## config.mk

```make
export PLATFORM = sky130hd
export DESIGN_NAME = lbist_seq_ctrl
export DESIGN_NICKNAME = d
export VERILOG_FILES = /design/src/rtl/lbist_seq_ctrl.sv
export SDC_FILE = /design/constraint.sdc
export NUM_CORES = 1
export LEC_CHECK = 0
export ABC_AREA = 1
export ABC_CLOCK_PERIOD_IN_PS = 2400
export BUFFER_PORTS_ARGS = -buffer_cell sky130_fd_sc_hd__buf_2
export CAP_MARGIN = 10
export CORE_MARGIN = 8
export CORE_UTILIZATION = 60
export DETAILED_ROUTE_END_ITERATION = 16
export GPL_ROUTABILITY_DRIVEN = 0
export PLACE_DENSITY = 0.92
export SLEW_MARGIN = 25
export SYNTH_ARGS = -nofsm -noshare
export SYNTH_HDL_FRONTEND = slang
export SYNTH_SLANG_ARGS = --single-unit
```

## constraint.sdc

```tcl
create_clock -name clk -period 2.4 [get_ports clk]
set_clock_uncertainty 0.1 [all_clocks]
set_input_delay 0.12 -clock clk [delete_from_list [all_inputs] [get_ports clk]]
set_output_delay 0.12 -clock clk [all_outputs]
set_load 0.02 [all_outputs]
```

## src/rtl/lbist_seq_ctrl.sv

```systemverilog
// ---------------------------------------------------------------------------
// lbist_seq_ctrl
//
// Sequences logic-BIST runs across up to NUM_CH channels, one channel at a
// time in ascending index order. For each enabled channel the controller
// raises that channel's test-mode request, waits for the engine to
// acknowledge (go_nogo high), then waits for a low phase followed by a high
// phase. It then evaluates the final go/no-go level. Failed or timed-out
// attempts are retried up to MAX_RETRY times, with a two-cycle gap during
// which the test-mode request is dropped. A done pulse closes the sequence.
//
// Ports
//   clk            clock
//   rst_n          asynchronous active-low reset
//   start_i        sequence start request (honoured only while idle)
//   abort_i        synchronous abort; ends the sequence through DONE
//   ch_en_i        channel enable mask, latched when a sequence starts
//   go_nogo_i      per-channel BIST engine status
//   test_normal_o  per-channel test-mode request (1 = test), at most one high
//   busy_o         high while the sequencer is not idle
//   done_o         one-cycle pulse at the end of a sequence
//   pass_o         all enabled channels passed; valid from done_o to next start
//   ch_pass_o      per-channel final pass flag
//   ch_tmo_o       per-channel flag: the last attempt ended in a timeout
// ---------------------------------------------------------------------------
module lbist_seq_ctrl #(
  parameter int unsigned NUM_CH    = 4,
  parameter int unsigned CNT_W     = 16,
  parameter int unsigned START_TO  = 64,
  parameter int unsigned RUN_TO    = 40000,
  parameter int unsigned MAX_RETRY = 1
) (
  input  logic              clk,
  input  logic              rst_n,
  input  logic              start_i,
  input  logic              abort_i,
  input  logic [NUM_CH-1:0] ch_en_i,
  input  logic [NUM_CH-1:0] go_nogo_i,
  output logic [NUM_CH-1:0] test_normal_o,
  output logic              busy_o,
  output logic              done_o,
  output logic              pass_o,
  output logic [NUM_CH-1:0] ch_pass_o,
  output logic [NUM_CH-1:0] ch_tmo_o
);

  localparam int unsigned CH_W  = (NUM_CH > 1) ? $clog2(NUM_CH) : 1;
  localparam int unsigned RTY_W = 3;

  // Timeouts fire on the last counted cycle, so a phase lasts exactly
  // START_TO (or RUN_TO) cycles before it is declared timed out.
  localparam logic [CNT_W-1:0] START_LIM = CNT_W'(START_TO - 1);
  localparam logic [CNT_W-1:0] RUN_LIM   = CNT_W'(RUN_TO - 1);
  localparam logic [RTY_W-1:0] RTY_MAX   = RTY_W'(MAX_RETRY);

  typedef enum logic [2:0] {
    IDLE,
    SELECT,
    WAIT_START,
    RUN_LOW,
    RUN_HIGH,
    EVAL,
    GAP,
    DONE
  } state_e;

  state_e            state_q;
  logic [NUM_CH-1:0] chEn_q;
  logic [NUM_CH-1:0] chDone_q;
  logic [NUM_CH-1:0] chPass_q;
  logic [NUM_CH-1:0] chTmo_q;
  logic [NUM_CH-1:0] testNormal_q;
  logic [CH_W-1:0]   curCh_q;
  logic [CNT_W-1:0]  cnt_q;
  logic [RTY_W-1:0]  retry_q;
  logic              gap_q;
  logic              done_q;
  logic              pass_q;

  logic [CNT_W-1:0]  cnt_d;
  logic [NUM_CH-1:0] remain_d;
  logic              selFound_d;
  logic [CH_W-1:0]   selCh_d;
  logic              goCur_d;
  logic              failNow_d;
  logic              tmoNow_d;
  logic              passAll_d;

  // The counter sticks at all-ones instead of wrapping, so a limit larger
  // than the counter range can never be skipped past.
  always_comb begin
    cnt_d = cnt_q;
    if (cnt_q != '1) begin
      cnt_d = cnt_q + CNT_W'(1);
    end
  end

  // Lowest-index enabled channel that has not completed yet.
  always_comb begin
    remain_d   = chEn_q & ~chDone_q;
    selFound_d = 1'b0;
    selCh_d    = '0;
    for (int i = 0; i < int'(NUM_CH); i++) begin
      if (remain_d[i] && !selFound_d) begin
        selFound_d = 1'b1;
        selCh_d    = CH_W'(i);
      end
    end
  end

  // Status of the channel under test, and the aggregate pass result in which
  // disabled channels count as passing.
  always_comb begin
    goCur_d   = go_nogo_i[curCh_q];
    passAll_d = &(chPass_q | ~chEn_q);
  end

  // An attempt ends badly when the waited-for level never shows up within
  // the phase budget (timeout) or when the evaluation cycle sees no-go.
  // The run budget spans RUN_LOW and RUN_HIGH together.
  always_comb begin
    failNow_d = 1'b0;
    tmoNow_d  = 1'b0;
    case (state_q)
      WAIT_START: begin
        if (!goCur_d && (cnt_q >= START_LIM)) begin
          failNow_d = 1'b1;
          tmoNow_d  = 1'b1;
        end
      end
      RUN_LOW: begin
        if (goCur_d && (cnt_q >= RUN_LIM)) begin
          failNow_d = 1'b1;
          tmoNow_d  = 1'b1;
        end
      end
      RUN_HIGH: begin
        if (!goCur_d && (cnt_q >= RUN_LIM)) begin
          failNow_d = 1'b1;
          tmoNow_d  = 1'b1;
        end
      end
      EVAL: begin
        if (!goCur_d) begin
          failNow_d = 1'b1;
        end
      end
      default: begin
        failNow_d = 1'b0;
        tmoNow_d  = 1'b0;
      end
    endcase
  end

  // Sequencer FSM with registered outputs. Abort takes precedence over all
  // other activity; a bad attempt either schedules a retry through GAP or
  // closes the channel with its timeout flag reflecting the last attempt.
  always_ff @(posedge clk or negedge rst_n) begin
    if (!rst_n) begin
      state_q      <= IDLE;
      chEn_q       <= '0;
      chDone_q     <= '0;
      chPass_q     <= '0;
      chTmo_q      <= '0;
      testNormal_q <= '0;
      curCh_q      <= '0;
      cnt_q        <= '0;
      retry_q      <= '0;
      gap_q        <= 1'b0;
      done_q       <= 1'b0;
      pass_q       <= 1'b0;
    end else begin
      done_q <= 1'b0;
      if (abort_i && (state_q != IDLE) && (state_q != DONE)) begin
        testNormal_q <= '0;
        retry_q      <= '0;
        done_q       <= 1'b1;
        pass_q       <= passAll_d;
        state_q      <= DONE;
      end else if (failNow_d) begin
        testNormal_q <= '0;
        if (retry_q < RTY_MAX) begin
          retry_q <= retry_q + RTY_W'(1);
          gap_q   <= 1'b0;
          state_q <= GAP;
        end else begin
          chDone_q[curCh_q] <= 1'b1;
          chTmo_q[curCh_q]  <= tmoNow_d;
          retry_q           <= '0;
          state_q           <= SELECT;
        end
      end else begin
        case (state_q)
          IDLE: begin
            if (start_i) begin
              chEn_q   <= ch_en_i;
              chDone_q <= '0;
              chPass_q <= '0;
              chTmo_q  <= '0;
              pass_q   <= 1'b0;
              retry_q  <= '0;
              state_q  <= SELECT;
            end
          end
          SELECT: begin
            if (selFound_d) begin
              curCh_q      <= selCh_d;
              testNormal_q <= NUM_CH'(1) << selCh_d;
              cnt_q        <= '0;
              state_q      <= WAIT_START;
            end else begin
              done_q  <= 1'b1;
              pass_q  <= passAll_d;
              state_q <= DONE;
            end
          end
          WAIT_START: begin
            if (goCur_d) begin
              cnt_q   <= '0;
              state_q <= RUN_LOW;
            end else begin
              cnt_q <= cnt_d;
            end
          end
          RUN_LOW: begin
            cnt_q <= cnt_d;
            if (!goCur_d) begin
              state_q <= RUN_HIGH;
            end
          end
          RUN_HIGH: begin
            cnt_q <= cnt_d;
            if (goCur_d) begin
              state_q <= EVAL;
            end
          end
          EVAL: begin
            chPass_q[curCh_q] <= 1'b1;
            chDone_q[curCh_q] <= 1'b1;
            testNormal_q      <= '0;
            retry_q           <= '0;
            state_q           <= SELECT;
          end
          GAP: begin
            if (gap_q) begin
              testNormal_q <= NUM_CH'(1) << curCh_q;
              cnt_q        <= '0;
              state_q      <= WAIT_START;
            end else begin
              gap_q <= 1'b1;
            end
          end
          DONE: begin
            state_q <= IDLE;
          end
          default: begin
            state_q <= IDLE;
          end
        endcase
      end
    end
  end

  assign test_normal_o = testNormal_q;
  assign busy_o        = (state_q != IDLE);
  assign done_o        = done_q;
  assign pass_o        = pass_q;
  assign ch_pass_o     = chPass_q;
  assign ch_tmo_o      = chTmo_q;

endmodule
```

# Word level (Yosys, flattened, before mapping)
# Index checks and enable logic that the tools add are counted.
# op_classes
shifts	2
n_lt_le_gt_ge	5
n_bitwise	8
addsub	2
reduce_logical	37
n_eq_ne	24
mul	0
muxes	63
n_div	0
# op_table
operator	n
two-way mux 16 bit	4
case mux 16 bit (4 select lines)	1
two-way mux 4 bit	10
two-way mux 3 bit	13
AND reduction 4 bit	7
!= test 4 bit, second input constant	6
case mux 3 bit (8 select lines)	1
two-way mux 1 bit	22
adder 16 x 1 -> 16 bit, second input constant	1
greater-or-equal comparator 16 bit, second input constant	1
greater-or-equal comparator 16 x 6 -> 1 bit, second input constant	1
!= test 16 bit, second input constant	1
case mux 4 bit (2 select lines)	2
equality test 3 bit, second input constant	4
!= test 3 bit, second input constant	4
bitwise OR 4 bit	3
case mux 4 bit (3 select lines)	1
AND reduction 5 bit	2
logical AND 1 bit	9
nonzero test 3 bit	3
!= test 2 bit, second input constant	4
inverter 4 bit	2
nonzero test 2 bit	4
nonzero test 4 bit	2
24 further kinds	33
# word_totals
wordCells	153
memories	0
reg_bits	47
rom_bits	0
out_inout_bits	15
ramBits	0
inputBits	12
latch_bits	0

# Depth between registers and ports, before layout
# Gate-level depths: netlist (run 1).
# logic_depth
depth_word	17
mapped_depth	16
mapped_depth_nobuf	14

# Worst setup path before layout (run 1)
# Ideal clock, no wire load.
# synth_path
path_kind	register to register
from	register state_q[2]
to	register pass_q, in the netlist pass_o
stages_incl_launch_ff	11
slack_ps	505
synth_period_minus_slack_ps	1895
setup_time_ps	125
t_required_ps	2175
path_buffers	1
arrival_time_ps	1670
path_cell_list	dfrtp_1 nor2_1 nand2_1 inv_1 or2_1 buf_4 inv_2 nor3_2 nor2_1 nor2_1 a21oi_1
# synth_between
elab_chain_len	5
# synth_rtl
item	line	text
from (decl)	67	state_e state_q;
from (signal assigned)	160	state_q <= IDLE;
from (signal assigned)	179	state_q <= DONE;
from (signal assigned)	185	state_q <= GAP;
nonzero test 3 bit *	n/a	
via busy_o	40	output logic busy_o,
logical AND 1 bit * (2 in series)	174	if (abort_i && (state_q != IDLE) && (state_q != DONE)) begin
!= test 3 bit (no line), or another cell as far along	n/a	
AND reduction 4 bit (no line)	n/a	
to (signal assigned)	178	pass_q <= passAll_d;
to (signal assigned)	213	pass_q <= passAll_d;
to (decl)	78	logic pass_q;
# The timed path passes the listed nets; every way through them passes the cells marked *. The select of a mux whose other input is x is not followed.
# A chain may end at the register's enable or synchronous reset.

# Final worst setup path (run 1)
# layout_path
from	register state_q[2]
to	register retry_q[2]
# layout_between
elab_chain_len	5
# layout_rtl
item	line	text
parallel branches: the longest is 5 deep, another holds case mux 1 bit (4 select lines)	n/a	
to (signal assigned)	183	retry_q <= retry_q + RTY_W'(1);
to (decl)	75	logic [RTY_W-1:0] retry_q;
# Several ways; the timed one is not identified.

==> results of run 1 <==
## where the power goes
group / total [uW] / internal (uW) / switching [uW]
clock network: 534 / 262 / 272
logic: 2060 / 618 / 1440
registers: 1180 / 993 / 184
## layer usage
layer  vias up  global-route usage [%]  routed length, um
met2       185                    35.8               3730
met5         -                       0                  0
li1       1624                       -                  -
met1      1485                    27.4               3340
met3        34                    4.46                688
met4         0                    9.22                222
## per-stage QoR
step / power (uW) / utilization (%) / hold WS, ns
detailed placement: 3150 / 66.3 / 0.0326
global placement: 3080 / 66.3 / 0.0273
finish: 3770 / 69.8 / 0.199
global route: 4090 / 69.8 / 0.202
CTS: 3700 / 69.3 / 0.159
floorplan: 2670 / - / -0.276
## area by class of cell
| type | instances | area [um^2] |
|---|---|---|
| multi-input combinational | 378 | 1720 |
| tap | 70 | 87.6 |
| timing repair buffer | 39 | 240 |
| inverter | 55 | 211 |
| clock inverter | 1 | 7.51 |
| clock buffer | 7 | 96.3 |
| sequential | 47 | 1180 |
| fill | 427 | 1530 |
## worst max-delay path, cell delays in order (launching register included)
cell     delay, ns
dfrtp_1       0.47
nor2_2        0.19
nand2_1       0.17
inv_1         0.13
or2_1         0.25
nand2_1       0.16
o21ai_0       0.40
nand3_1       0.12
o21ai_0       0.09
## kinds of logic after synthesis
logic type / Yosys count / synth area share (%)
XOR/XNOR: 11 / 3.06
buffers and inverters: 65 / 8.73
flip-flops: 47 / 37.3
AND/OR/NAND/NOR: 323 / 43.1
AO/OA/AOI/OAI: 42 / 7.03
adder cells (fa/ha/maj): 2 / 0.794
## timing repair
action                                  CTS  global route
endpoints found under the hold margin    51             0
resized for setup                         0             7
endpoints found under the setup margin    0            14
hold buffers                              5             0
## state kept, by name (all words and copies together), names as in the netlist
| signal | count |
|---|---|
| chDone_q | 4 |
| chEn_q | 4 |
| ch_pass_o | 4 |
| ch_tmo_o | 4 |
| cnt_q | 16 |
| curCh_q | 2 |
| done_o | 1 |
| gap_q | 1 |
| pass_o | 1 |
| retry_q | 3 |
| state_q | 3 |
| test_normal_o | 4 |
## synthesized netlist by cell type, drive strengths merged
master | number | share of area (%)
nand2 | 199 | 24
nor2 | 55 | 6.6
inv | 54 | 6.5
nand3 | 48 | 8.1
dfrtp | 47 | 37
o21ai | 28 | 4.4
nor3 | 9 | 1.7
a21oi | 8 | 1.3
nand4 | 8 | 1.8
buf | 7 | 1.7
xor2 | 7 | 1.9
o22ai | 4 | 0.79
or2 | 4 | 0.79
xnor2 | 4 | 1.1
clkbuf | 3 | 0.36
ha | 2 | 0.79
clkinv | 1 | 0.12
o2111ai | 1 | 0.28
o211ai | 1 | 0.24
## worst paths after layout
path | start | endpoint | slack [ns] | cells after the start
min | start_i | chEn_q[2]$_DFFE_PN0P_ | 0.20 | 4
min reg2reg | test_normal_o[3]$_DFFE_PN0P_ | test_normal_o[3]$_DFFE_PN0P_ | 0.37 | 2
max in group asynchronous | rst_n | test_normal_o[1]$_DFFE_PN0P_ | 1.71 | 3
min in group asynchronous | rst_n | cnt_q[4]$_DFFE_PN0P_ | 0.23 | 3
max | state_q[2]$_DFFE_PN0P_ | retry_q[2]$_DFFE_PN0P_ | 0.25 | 8
max reg2reg | state_q[2]$_DFFE_PN0P_ | retry_q[2]$_DFFE_PN0P_ | 0.25 | 8
==> metrics, run 1 <==
share of layout cells above drive strength 1 12.1%; final WL 7980 um; full die area 0.00783 mm^2; post-layout min period 2.15 ns; #FFs+latches synth 47; WL/cell 13.4 um; P_leak 0.00198 uW; Final Instance Count excl. Fillers 597; placed cell count 584; final instance area 0.00354 mm^2; critical path peak fanout 7; Hold Fails Final Rpt 0; Synth Net Count 504; pin count of the biggest net entering global routing 25; vias in the first global route 3187; DP Wirelength 5930 um; Clock Tree Buf Depth 2; Max Slew Vio Count 0; status finished, final reports clean; DR vias 3328; Critical Path RT 2.52 ns; H-tree depth 2; syn avg cell area 6.43 um^2; Setup CP Type reg2reg; Slew headroom 70.3%; hold crit path type in2reg; Die Span Y 88.5 um; RSZ-0062 raised after global routing no; Worst-Skew Late Latency 0.31 ns; Setup crit start kind register; Worst-Margin Slew 0.441 ns; first-pass GRT wire length 13800 um; area grow syn2layout 12.4%; clock buffer count from CTS 5; CTS clock-pin slew for the worst setup and hold paths 0.08 ns; post-CTS setup buffers 0; FP Rows 26; Gate Count Post-Synth 490; DP Area 0.00336 mm^2; Ys Warns 0; I/O Buffers 26; drt drc 0; Syn Std Cell Area 0.00315 mm^2; setup TNS 0 ns; Critical Path Sink Type register; Seq/Total Area, Yosys 37.3%; Die W 88.5 um; n_diodes 0; final net count 540; Root Buffer clkbuf_8; Routed Antenna Nets 0; commonest cells after routing, fill and taps aside nand2_1, nor2_1, inv_1, dfrtp_1, nand3_1; Max Clock Freq 464 MHz; Initial Utilization 62.1%; Final Cycle Share 89.7%; initial antenna violation count 0; DR iter-0 viols 457; drt first pass iters 5; WP data arrival 2.28 ns; Final setup viols 0; CTS sink cnt 47; CTS tree built; Post-Place Worst Slack 0.217 ns; Netlist cell types 29; core box area 0.00507 mm^2; Overall Global Routing Usage 21.9%; overflow left after global routing 0; vias per cell 5.57; I/O pin total 27; PD cells 1070 mW/mm^2; setup slack after layout 0.247 ns; maxcap violations 0; maximum VDD drop 0.854 mV; commonest non-fill, non-tap cell in the layout nand2_1
Note: power is estimated with default switching activity, not from simulation.
==> run 2: changes to the inputs <==
--- a/config.mk
+++ b/config.mk
@@ -9,6 +9,7 @@
 export ABC_CLOCK_PERIOD_IN_PS = 2400
 export BUFFER_PORTS_ARGS = -buffer_cell sky130_fd_sc_hd__buf_2
 export CAP_MARGIN = 10
+export CORE_ASPECT_RATIO = 0.75
 export CORE_MARGIN = 8
 export CORE_UTILIZATION = 60
 export DETAILED_ROUTE_END_ITERATION = 16
==> metrics, run 2 (synthesis gave the netlist of run 1 again) <==
status finished, final reports clean; WL/cell 13.0 um; final net count 539; Die W 99.7 um; pin count of the biggest net entering global routing 30; Final Cycle Share 92.3%; Most flops, register cnt_q; reg2reg start state_q[2]$_DFFE_PN0P_; drt drc 0; crit path launch state_q[2]$_DFFE_PN0P_; clock buffer count from CTS 5; n_diodes 0; commonest cells after routing, fill and taps aside nand2_1, nor2_1, inv_1, dfrtp_1, nand3_1; overflow left after global routing 0; vias per cell 5.40; Worst-Skew Late Latency 0.31 ns; vias in the first global route 2866; Setup crit start kind register; commonest non-fill, non-tap cell in the layout nand2_1; FP Rows 23; area grow syn2layout 11.6%; final WL 7800 um; H-tree depth 2; Fin Hold WS 0.148 ns; Final setup viols 0; Root Buffer clkbuf_8; setup TNS 0 ns; post-layout min period 2.22 ns; Max Clock Freq 451 MHz; first-pass GRT wire length 12900 um; DP Wirelength 5730 um; Initial Utilization 60.5%; Routed Antenna Nets 0; DR iter-0 viols 314; I/O Buffers 26; P_leak 0.00197 uW; Overall Global Routing Usage 20.1%; Max Slew Vio Count 0; Post-Place Worst Slack 0.230 ns; total power 3740 uW; Hold Startpoint start_i; core box area 0.00521 mm^2; Critical Path RT 2.51 ns; Worst-Margin Slew 0.483 ns; PD cells 1060 mW/mm^2; Setup CP Type reg2reg; Clock Tree Buf Depth 2; CTS clock-pin slew for the worst setup and hold paths 0.08 ns; Die Span Y 78.8 um; maxcap violations 0; setup slack after layout 0.184 ns; CTS sink cnt 47; Slew headroom 67.8%; full die area 0.00785 mm^2; # fillers 432; hold crit path type in2reg; I/O pin total 27; RSZ-0062 raised after global routing no; post-CTS setup buffers 0; max reg flops 16; maximum VDD drop 0.737 mV; drt first pass iters 6; share of layout cells above drive strength 1 11.2%; initial antenna violation count 0; CTS tree built; DR vias 3244; Hold Fails Final Rpt 0; WP data arrival 2.33 ns; Critical Path Sink Type register; critical path peak fanout 9
[run 2: critical path: stages (launching register included)]
cell	delay, ns
dfrtp_1	0.45
nor2_1	0.22
nand2_1	0.12
inv_1	0.10
or2_1	0.32
nand2_1	0.23
o21ai_0	0.37
nand3_1	0.12
o21ai_0	0.10
[run 2: timing repair]
item,in CTS,in global routing
endpoints found under the hold margin,22,0
hold buffers,5,0
resized for setup,0,3
endpoints found under the setup margin,0,5
[run 2: path summary, 6_finish.rpt]
path / depth (start not counted) / slack [ns] / end
setup / recovery: 8 / 0.18 / retry_q[1]$_DFFE_PN0P_
hold / removal: 4 / 0.15 / chEn_q[2]$_DFFE_PN0P_
setup reg to reg: 8 / 0.18 / retry_q[1]$_DFFE_PN0P_
hold reg to reg: 2 / 0.38 / ch_tmo_o[1]$_DFFE_PN0P_
max in group asynchronous: 3 / 1.23 / curCh_q[0]$_DFFE_PN0P_
min in group asynchronous: 2 / 0.20 / cnt_q[9]$_DFFE_PN0P_
[run 2: power breakdown]
| part | switching [uW] | total [uW] | leakage (uW) | internal (uW) |
|---|---|---|---|---|
| registers | 176 | 1170 | 0.000624 | 995 |
| logic | 1440 | 2040 | 0.00130 | 601 |
| clock network | 268 | 531 | 0.0000515 | 263 |
[run 2: stage by stage]
step           instances  cell area, um^2  util (%)
2_1_floorplan        490             3150         -
3_3_place_gp         588             3360      64.5
3_5_place_dp         588             3360      64.5
4_1_cts              601             3510      67.4
5_1_grt              601             3520      67.5
6_report             601             3520      67.5
[run 2: metal layers]
layer	part of all wire [%]	global-route usage (%)	vias to the layer above
met4	1.5	6.17	0
met3	9.1	4.80	19
met1	48	28.1	1464
met2	41	30.0	143
met5	0	0	-
li1	-	-	1618
[run 2: area by class of cell]
cell class	instances	area, um^2	area share [%]
Multi-Input combinational cell	378	1700	48.3
Sequential cell	47	1180	33.5
Timing Repair Buffer	38	233	6.61
Inverter	55	214	6.08
Clock buffer	8	100	2.84
Tap cell	75	93.8	2.67
